File: config.mk
export PLATFORM = sky130hd
export DESIGN_NAME = ccc_bcast_seq
export DESIGN_NICKNAME = d
export VERILOG_FILES = /design/src/rtl/i3c_ccc_pkg.sv /design/src/rtl/ccc_byte_idx.sv /design/src/rtl/ccc_bcast_seq.sv
export SDC_FILE = /design/constraint.sdc
export NUM_CORES = 1
export LEC_CHECK = 0
export BUFFER_PORTS_ARGS = -buffer_cell sky130_fd_sc_hd__buf_2
export CORE_UTILIZATION = 53
export CTS_CLUSTER_SIZE = 14
export DETAILED_ROUTE_END_ITERATION = 7
export PLACE_DENSITY = 0.78
export SLEW_MARGIN = 20
export SYNTH_ARGS = -nofsm -noshare
export SYNTH_HDL_FRONTEND = slang
export SYNTH_SLANG_ARGS = --single-unit
File: constraint.sdc
create_clock -name i_clk -period 4.3 [get_ports i_clk]
set_clock_uncertainty 0.15 [all_clocks]
set_input_delay 0.43 -clock i_clk [delete_from_list [all_inputs] [get_ports i_clk]]
set_output_delay 0.43 -clock i_clk [all_outputs]
set_load 0.02 [all_outputs]
File: src/rtl/i3c_ccc_pkg.sv
// Shared constants and state encoding for the broadcast-CCC sequencer.
package i3c_ccc_pkg;

    // TX serialiser modes
    localparam logic [2:0] TX_SER = 3'b001;
    localparam logic [2:0] TX_PAR = 3'b011;

    // RX modes
    localparam logic [2:0] RX_ARB = 3'b010;
    localparam logic [2:0] RX_ACK = 3'b000;

    // Regfile location of the 7E+W broadcast header byte
    localparam int BCAST_LOC_DFLT = 46;

    typedef enum logic [2:0] {
        ST_IDLE,
        ST_BCAST,
        ST_ACK,
        ST_CCC,
        ST_CCC_T,
        ST_DATA,
        ST_DATA_T,
        ST_FIN
    } ccc_state_e;

endpackage

File: src/rtl/ccc_byte_idx.sv
// Data-byte index counter with regfile address adder and last-byte compare.
// The address is built from the index value that will be current next cycle,
// so the registered address lines up with the DATA state it belongs to.
module ccc_byte_idx #(
    parameter int ADDR_W = 10,
    parameter int CNT_W  = 3
) (
    input  logic              i_clk,
    input  logic              i_rst_n,
    input  logic              clr,
    input  logic              inc,
    input  logic [ADDR_W-1:0] base,
    input  logic [CNT_W-1:0]  cnt,
    output logic [ADDR_W-1:0] addr,
    output logic              last
);

    logic [CNT_W-1:0] idx;
    logic [CNT_W-1:0] idx_nxt;

    // Next index: cleared at sequence start, bumped after each data T bit
    always_comb begin
        idx_nxt = idx;
        if (clr) begin
            idx_nxt = '0;
        end else if (inc) begin
            idx_nxt = idx + 1'b1;
        end
    end

    // Index register
    always_ff @(posedge i_clk or negedge i_rst_n) begin
        if (!i_rst_n) begin
            idx <= '0;
        end else begin
            idx <= idx_nxt;
        end
    end

    // Data bytes sit right after the CCC code byte; wraps modulo 2^ADDR_W
    assign addr = base + ADDR_W'(1) + ADDR_W'(idx_nxt);
    assign last = (({1'b0, idx} + 1'b1) == {1'b0, cnt});

endmodule

File: src/rtl/ccc_bcast_seq.sv
// Broadcast-CCC sequencer: 7E+W header with arbitration and ACK check, then
// CCC code byte and up to MAX_DATA data bytes, each followed by its T bit.
// Optional macro CCC_RETRY_EN enables bounded NACK retry of the header;
// without it the first NACK ends the sequence with an error.
module ccc_bcast_seq
    import i3c_ccc_pkg::*;
#(
    parameter int ADDR_W    = 10,
    parameter int MAX_DATA  = 4,
    parameter int CNT_W     = 3,
    parameter int RETRY_MAX = 2,
    parameter int BCAST_LOC = BCAST_LOC_DFLT
) (
    input  logic                           i_clk,
    input  logic                           i_rst_n,
    input  logic                           i_i3cengine_en,
    input  logic [ADDR_W-1:0]              i_ccc_addr,
    input  logic [CNT_W-1:0]               i_data_cnt,
    input  logic                           i_tx_mode_done,
    input  logic                           i_rx_mode_done,
    input  logic                           i_rx_ack_nack,
    output logic                           o_regf_rd_en,
    output logic [ADDR_W-1:0]              o_regf_addr,
    output logic                           o_tx_en,
    output logic [2:0]                     o_tx_mode,
    output logic                           o_rx_en,
    output logic [2:0]                     o_rx_mode,
    output logic                           o_i3cengine_done,
    output logic                           o_i3cengine_err,
    output logic [$clog2(RETRY_MAX+1)-1:0] o_retry_cnt
);

    localparam int               RC_W    = $clog2(RETRY_MAX + 1);
    localparam logic [CNT_W-1:0] MAX_CNT = CNT_W'(MAX_DATA);

    ccc_state_e        state;
    ccc_state_e        state_nxt;
    logic              armed;
    logic [ADDR_W-1:0] ccc_addr_q;
    logic [CNT_W-1:0]  cnt_q;
    logic              start;
    logic              idx_inc;
    logic              fail;
    logic              retry_ok;
    logic [ADDR_W-1:0] data_addr;
    logic              last_byte;

    logic              rd_en_nxt;
    logic [ADDR_W-1:0] addr_nxt;
    logic              tx_en_nxt;
    logic [2:0]        tx_mode_nxt;
    logic              rx_en_nxt;
    logic [2:0]        rx_mode_nxt;
    logic              done_nxt;
    logic              err_nxt;

    ccc_byte_idx #(
        .ADDR_W (ADDR_W),
        .CNT_W  (CNT_W)
    ) u_byte_idx (
        .i_clk   (i_clk),
        .i_rst_n (i_rst_n),
        .clr     (start),
        .inc     (idx_inc),
        .base    (ccc_addr_q),
        .cnt     (cnt_q),
        .addr    (data_addr),
        .last    (last_byte)
    );

`ifdef CCC_RETRY_EN
    logic [RC_W-1:0] retry_q;

    assign retry_ok    = (retry_q < RC_W'(RETRY_MAX));
    assign o_retry_cnt = retry_q;

    // NACK counter: zero outside a sequence, bumped on each header retry
    always_ff @(posedge i_clk or negedge i_rst_n) begin
        if (!i_rst_n) begin
            retry_q <= '0;
        end else if (start || (state_nxt == ST_IDLE)) begin
            retry_q <= '0;
        end else if ((state == ST_ACK) && (state_nxt == ST_BCAST)) begin
            retry_q <= retry_q + 1'b1;
        end
    end
`else
    assign retry_ok    = 1'b0;
    assign o_retry_cnt = '0;
`endif

    // Next-state decision; abort (en low) wins over any done input
    always_comb begin
        state_nxt = state;
        start     = 1'b0;
        idx_inc   = 1'b0;
        fail      = 1'b0;
        case (state)
            ST_IDLE: begin
                if (i_i3cengine_en && armed) begin
                    state_nxt = ST_BCAST;
                    start     = 1'b1;
                end
            end
            ST_BCAST: begin
                if (!i_i3cengine_en)     state_nxt = ST_IDLE;
                else if (i_tx_mode_done) state_nxt = ST_ACK;
            end
            ST_ACK: begin
                if (!i_i3cengine_en) begin
                    state_nxt = ST_IDLE;
                end else if (i_rx_mode_done) begin
                    if (!i_rx_ack_nack) begin
                        state_nxt = ST_CCC;
                    end else if (retry_ok) begin
                        state_nxt = ST_BCAST;
                    end else begin
                        state_nxt = ST_FIN;
                        fail      = 1'b1;
                    end
                end
            end
            ST_CCC: begin
                if (!i_i3cengine_en)     state_nxt = ST_IDLE;
                else if (i_tx_mode_done) state_nxt = ST_CCC_T;
            end
            ST_CCC_T: begin
                if (!i_i3cengine_en)     state_nxt = ST_IDLE;
                else if (i_tx_mode_done) state_nxt = (cnt_q == '0) ? ST_FIN : ST_DATA;
            end
            ST_DATA: begin
                if (!i_i3cengine_en)     state_nxt = ST_IDLE;
                else if (i_tx_mode_done) state_nxt = ST_DATA_T;
            end
            ST_DATA_T: begin
                if (!i_i3cengine_en) begin
                    state_nxt = ST_IDLE;
                end else if (i_tx_mode_done) begin
                    idx_inc   = 1'b1;
                    state_nxt = last_byte ? ST_FIN : ST_DATA;
                end
            end
            ST_FIN:  state_nxt = ST_IDLE;
            default: state_nxt = ST_IDLE;
        endcase
    end

    // Output values for the state being entered; registered below
    always_comb begin
        rd_en_nxt   = 1'b0;
        addr_nxt    = '0;
        tx_en_nxt   = 1'b0;
        tx_mode_nxt = 3'b000;
        rx_en_nxt   = 1'b0;
        rx_mode_nxt = 3'b000;
        done_nxt    = 1'b0;
        err_nxt     = 1'b0;
        case (state_nxt)
            ST_BCAST: begin
                rd_en_nxt   = 1'b1;
                addr_nxt    = ADDR_W'(BCAST_LOC);
                tx_en_nxt   = 1'b1;
                tx_mode_nxt = TX_SER;
                rx_en_nxt   = 1'b1;
                rx_mode_nxt = RX_ARB;
            end
            ST_ACK: begin
                rx_en_nxt   = 1'b1;
                rx_mode_nxt = RX_ACK;
            end
            ST_CCC: begin
                rd_en_nxt   = 1'b1;
                addr_nxt    = ccc_addr_q;
                tx_en_nxt   = 1'b1;
                tx_mode_nxt = TX_SER;
            end
            ST_DATA: begin
                rd_en_nxt   = 1'b1;
                addr_nxt    = data_addr;
                tx_en_nxt   = 1'b1;
                tx_mode_nxt = TX_SER;
            end
            ST_CCC_T, ST_DATA_T: begin
                tx_en_nxt   = 1'b1;
                tx_mode_nxt = TX_PAR;
            end
            ST_FIN: begin
                done_nxt = 1'b1;
                err_nxt  = fail;
            end
            default: ;
        endcase
    end

    // State and arm flag; arm re-sets whenever en is seen low
    always_ff @(posedge i_clk or negedge i_rst_n) begin
        if (!i_rst_n) begin
            state <= ST_IDLE;
            armed <= 1'b1;
        end else begin
            state <= state_nxt;
            if (!i_i3cengine_en) begin
                armed <= 1'b1;
            end else if (start) begin
                armed <= 1'b0;
            end
        end
    end

    // Sequence parameters captured at start; count clamped to MAX_DATA
    always_ff @(posedge i_clk) begin
        if (start) begin
            ccc_addr_q <= i_ccc_addr;
            cnt_q      <= (i_data_cnt > MAX_CNT) ? MAX_CNT : i_data_cnt;
        end
    end

    // Registered outputs
    always_ff @(posedge i_clk or negedge i_rst_n) begin
        if (!i_rst_n) begin
            o_regf_rd_en     <= 1'b0;
            o_regf_addr      <= '0;
            o_tx_en          <= 1'b0;
            o_tx_mode        <= 3'b000;
            o_rx_en          <= 1'b0;
            o_rx_mode        <= 3'b000;
            o_i3cengine_done <= 1'b0;
            o_i3cengine_err  <= 1'b0;
        end else begin
            o_regf_rd_en     <= rd_en_nxt;
            o_regf_addr      <= addr_nxt;
            o_tx_en          <= tx_en_nxt;
            o_tx_mode        <= tx_mode_nxt;
            o_rx_en          <= rx_en_nxt;
            o_rx_mode        <= rx_mode_nxt;
            o_i3cengine_done <= done_nxt;
            o_i3cengine_err  <= err_nxt;
        end
    end

endmodule

* After elaboration in Yosys (flattened, before gate mapping)
Index checks and enable logic that the tools add are counted.
** Operators by class
- Add/sub/neg operators :: 4
- Multipliers :: 0
- Divide/modulo/power cells :: 0
- Order comparisons :: 1
- Eq/ne operators :: 16
- Shift-type cells :: 0
- Muxes and demuxes :: 38
- Bitwise logic cells :: 0
- Reduce and logical (&&, ||, !) cells :: 7
** Operator list (number)
- $mux W3 :: 16
- $pmux W10 S3 :: 1
- $eq A3 B3 Y1 const B :: 8
- $pmux W3 S8 :: 1
- $mux W1 :: 16
- $eq A3 B2 Y1 const B :: 4
- $add A10 B1 Y10 const B :: 1
- $add A10 B3 Y10 :: 1
- $eq A3 B1 Y1 const B :: 2
- $logic_not A3 Y1 :: 2
- $mux W2 :: 3
- $reduce_or A5 Y1 :: 1
- $add A3 B1 Y4 const B :: 1
- $eq A4 B3 Y1 :: 1
- $pmux W2 S2 :: 1
- $reduce_or A2 Y1 :: 2
- $add A3 B1 Y3 const B :: 1
- $gt A3 B3 Y1 const B :: 1
- $reduce_or A3 Y1 :: 1
- $ne A2 B1 Y1 const B :: 1
- $logic_and A1 B1 Y1 :: 1
** Storage, ports and cells
- Register bits :: 41
- Latch bits :: 0
- Memory bits (writable) :: 0
- Bits in read-only memories :: 0
- Input port bits :: 19
- Output and inout port bits :: 23
- Logic and storage cells :: 79
- Memories kept :: 0

* Logic depth before layout (Yosys ltp)
- Depth in word-level cells :: 9
- Mapped depth :: 14
- Depth with buffers taken out :: 13

* Cells and area by module
From an unflattened synthesis, not the netlist that was laid out.
** Unflattened totals
- Cells, all modules :: 180
- Area total of the unflattened synthesis :: 1936.9 um2
** Modules (own cells, without submodules)
- ccc_bcast_seq :: instances 1, cells an instance 134, area an instance 1539.0 um2, sequential area each 942.2 um2
- ccc_byte_idx :: instances 1, cells an instance 46, area an instance 397.9 um2, sequential area each 75.1 um2

* Worst setup path after synthesis
Ideal clock, no wire load.
- Kind :: reg2reg
- Start point :: register state[1]
- End point :: register o_regf_addr[6]
- Arrival time :: 3.139 ns
- Path slack :: 0.929 ns
- Cell stages (with the launch flop) :: 14
- Path buffers :: 2
- Path through :: dfrtp_1 > buf_2 > nor2_1 > and4_1 > clkbuf_1 > or2_2 > ha_1 > inv_1 > fa_1 > and2_1 > o21ai_0 > nor2_1 > or4b_1 > a31oi_1
** Between the ends
- Elaborated cells between the ends (all ways) :: 31
- Classes of those cells :: 1 x add/sub; 10 x eq/ne; 19 x mux; 1 x reduce/logical
** RTL lines
- start, declared :: line ccc_bcast_seq.sv:36 : ccc_state_e state;
- start signal, assigned :: line ccc_bcast_seq.sv:201 : state <= state_nxt;
- $logic_not A3 Y1 :: line ccc_bcast_seq.sv:98 : case (state)
- $mux W1 :: line ccc_bcast_seq.sv:98
- named net start :: line ccc_bcast_seq.sv:41 : logic start;
- $mux W3 :: line ccc_byte_idx.sv:24 : if (clr) begin
- $add A10 B3 Y10 :: line ccc_byte_idx.sv:41 : assign addr = base + ADDR_W'(1) + ADDR_W'(idx_nxt);
- $pmux W10 S3 :: line ccc_bcast_seq.sv:158 : case (state_nxt)
- named net addr_nxt[6] :: line ccc_bcast_seq.sv:49 : logic [ADDR_W-1:0] addr_nxt;
- end signal, assigned :: line ccc_bcast_seq.sv:231 : o_regf_addr <= addr_nxt;
- end, declared :: line ccc_bcast_seq.sv:23 : output logic [ADDR_W-1:0] o_regf_addr,
The timed path passes the listed nets, and every way through them passes these cells.
A chain may end at the register's enable or synchronous reset.

* Worst setup path in the final report
- Start point :: register state[1]
- End point :: register o_regf_addr[6]
** Between the ends
- Word-level cells in the longest chain between the ends :: 6
- Elaborated cells between the ends (all ways) :: 31
- Classes of those cells :: 1 x add/sub; 10 x eq/ne; 19 x mux; 1 x reduce/logical
** RTL lines
- $eq A3 B3 Y1 :: line ccc_bcast_seq.sv:98
- $mux W1 :: line ccc_bcast_seq.sv:98
- $mux W3 :: line ccc_byte_idx.sv:26 : end else if (inc) begin
- $mux W3 :: line ccc_byte_idx.sv:24
- $add A10 B3 Y10 :: line ccc_byte_idx.sv:41
- $pmux W10 S3 * :: line ccc_bcast_seq.sv:158
- named net addr_nxt[6] :: line ccc_bcast_seq.sv:49
Mark *: on every way through the listed nets, which the timed path passes. The rest lies on a longest branch.

==> flow_summary.yaml <==
run_status:
  status: "completed"
logic_synthesis:
  ys_top_cells_by_count: "dfrtp_1, nor2_1, edfxtp_1"
  synthesis.area_um2: 1860
  synth_fa_ha_area_share_pct: 3.77
  synth_xor_area_share_pct: 2.36
  synthMuxAreaShare_pct: 0.539
  ys_ff_latch: 38
  synth_compound_area_share_pct: 12.9
  synth_top_family_by_area: "simple AND/OR/NAND/NOR gates"
  seq_area_frac_synth_pct: 54.7
  synth_area_leader_cell: "dfrtp_1"
  synth.area.top_cells: "dfrtp_1, edfxtp_1, nor2_1"
  synth_edf_count: 13
  yosysMostFrequentCell: "dfrtp_1"
  synth_simple_gate_area_share_pct: 18.6
  syn_avg_cell_area_um2: 10.5
  synth_cells: 177
  yosysWarnings: 0
  async_flop_share_pct: 65.8
  synthDominantCellAreaShare_pct: 32.3
  synth_ff_type: "dfrtp_1"
  ys_types: 44
critical_path:
  reg2regPathDepth: 12
  cp_slowest_cell: "dfrtp_1"
  crit_family: "simple AND/OR/NAND/NOR gates"
  path_cells: "nor2b_1, nand3_1, xnor2_1, or2_2, ha_1, inv_1, fa_1, and2_1, o21ai_0, nor2_1, or4b_1, a31oi_1"
  cp.required_ns: 4.43
  cp_data_arrival_time_ns: 3.31
  end_kind: "flip-flop"
  r2r-start: "state[1]$_DFF_PN0_"
  start_kind: "flip-flop"
  r2r_end: "o_regf_addr[6]$_DFF_PN0_"
  r2r_slack_ns: 1.12
  path_buf_inv: 1
  crit_type: "reg -> reg"
  slowest_delay_ns: 0.51
  path_max_fanout: 11
  crit_path_start: "state[1]$_DFF_PN0_"
grt:
  grt_pass1_wl_mm: 5.76
  grt_max_degree: 26
  grt_overflow: 0
  grt_usage_pct: 21.7
  grt_pass1_vias: 1309
  antenna_found_initial: 0
cts:
  cts_buffer_depth: 2
  htree_levels: 2
  clk_latency_ns: 0.34
  cts-root-buf: "clkbuf_4"
  clk_pin_slew_ns: 0.11
  numCtsBuffers: 5
  clock-sinks: 38
  cts_tree: "done"
  post-cts-setup-buffer-count: 0
sta:
  tns_ns: 0
  min_period_ns: 3.18
  setup-violations-final: 0
  rsz0062_at_grt: "no"
  relSlewSlack_pct: 58.9
  finalHoldViolCount: 0
  fin_ws_ns: 1.12
  drv_slew: 0
  max_freq_mhz: 315
  period_share_pct: 73.9
  worstMarginPinSlew_ns: 0.614
cells_and_area:
  drive_gt1_share_pct: 23.1
  finalNetCount: 235
  areaGrowthSynthToFinish_pct: 13.9
  antennaDiodeCount: 0
  layout.cells.non_filler: 258
power:
  internal-power_uw: 639
  powerDensity_nw_per_um2: 444
  p_sw_uw: 302
  p_leak_nw: 0.999
  comb_power_share_pct: 25.4
  peakVddDrop_uv: 234
  p_seq_share_pct: 49.6
  power.total_uw: 940
  pwr-share-clk_pct: 25.0
  switching_share_pct: 32.1
drt:
  routed_wl_mm: 3.43
  ant_nets: 0
  drt_iter0_drc: 62
  first_pass_iters: 5
  viasPerCell: 5.43
  wl_per_cell_um: 13.3
  drc: 0
  via_count: 1401
floorplanning:
  fp.dieW_um: 61.2
  fp.dieH_um: 61.2
  dieArea_um2: 3750
  core_um2: 3340
  rows: 21
  io_pins: 42
  start_util_pct: 55.7
placement:
  place_worst_setup_slack_ns: 1.16
  place_congestion: 0.821
  hpwl_mm: 2.48
  port_buffers: 36
  dp.cells: 249
hold_path:
  whs_path_depth: 1
  hold_path.class: "in -> reg"
  min_to: "ccc_addr_q[9]$_DFFE_PP_"
  min_from: "i_ccc_addr[9]"
flow_run:
  max_cap_viol_count: 0
registers in the layout, indices dropped and copies added (netlist names):
register and count:
armed 1, ccc_addr_q 10, cnt_q 3, o_i3cengine_done 1
o_i3cengine_err 1, o_regf_addr 10, o_regf_rd_en 1, o_rx_en 1
o_rx_mode 1, o_tx_en 1, o_tx_mode 2, state 3
u_byte_idx.idx 3
layer usage:
layer  track usage (%)  wire length (um)
met4              8.44                53
met1              26.6              1460
met3              7.14               215
met5                 0                 0
met2              35.7              1700
logic make-up after synthesis:
family / count (synthesis)
AO/OA/AOI/OAI: 37
XOR/XNOR: 5
adder cells (fa/ha/maj): 5
buffers and inverters: 25
flip-flops: 38
multiplexers: 1
other: 1
AND/OR/NAND/NOR: 65
placed cells by master, fill, tap and decap left out, types with 3 or more instances in the layout:
cell / instances
o21ai_0: 11
clkbuf_4: 5
dfrtp_1: 24
nor2b_1: 5
nand2_1: 9
nor3_1: 7
xor2_1: 3
a21oi_1: 8
nand3_1: 9
buf_2: 36
nand4_1: 4
nor2_1: 15
o21a_1: 3
inv_1: 8
a31oi_1: 5
ha_1: 4
conb_1: 5
edfxtp_1: 13
metrics by stage:
stage | hold slack [ns] | instance area [um2] | utilization (%)
2_1_floorplan | -0.0156 | 1870 | -
3_3_place_gp | 0.295 | 2030 | 60.9
3_5_place_dp | 0.305 | 2030 | 60.9
4_1_cts | 0.0913 | 2120 | 63.4
5_1_grt | 0.0784 | 2120 | 63.4
6_report | 0.0978 | 2120 | 63.4
power groups by stage:
stage | Combinational (mW) | Clock [mW] | Sequential (mW)
finish | 0.238 | 0.235 | 0.467
global route | 0.269 | 0.254 | 0.476
CTS | 0.241 | 0.237 | 0.467
detailed placement | 0.239 | 0 | 0.474
global placement | 0.235 | 0 | 0.473
floorplan | 0.137 | 0 | 0.505
area by class of cell:
class	count	area, um2
clock inverter	1	30.0
sequential	38	1020
fill	291	1220
clock buffer	7	45.0
multi-input combinational	118	727
inverter	9	33.8
tap	46	57.6
timing repair buffer	39	205
repair_timing:
item	CTS	global route
hold buffers	1	0
gates resized for setup	0	0
endpoints found under the hold margin	24	0
worst max path at each step:
stage / depth (start not counted) / end
floorplan: 13 / o_regf_addr[6]$_DFF_PN0_
global placement: 13 / o_regf_addr[6]$_DFF_PN0_
detailed placement: 13 / o_regf_addr[6]$_DFF_PN0_
CTS: 12 / o_regf_addr[6]$_DFF_PN0_
global route: 12 / o_regf_addr[6]$_DFF_PN0_
finish: 12 / o_regf_addr[6]$_DFF_PN0_
(Power assumes the default switching activity.)
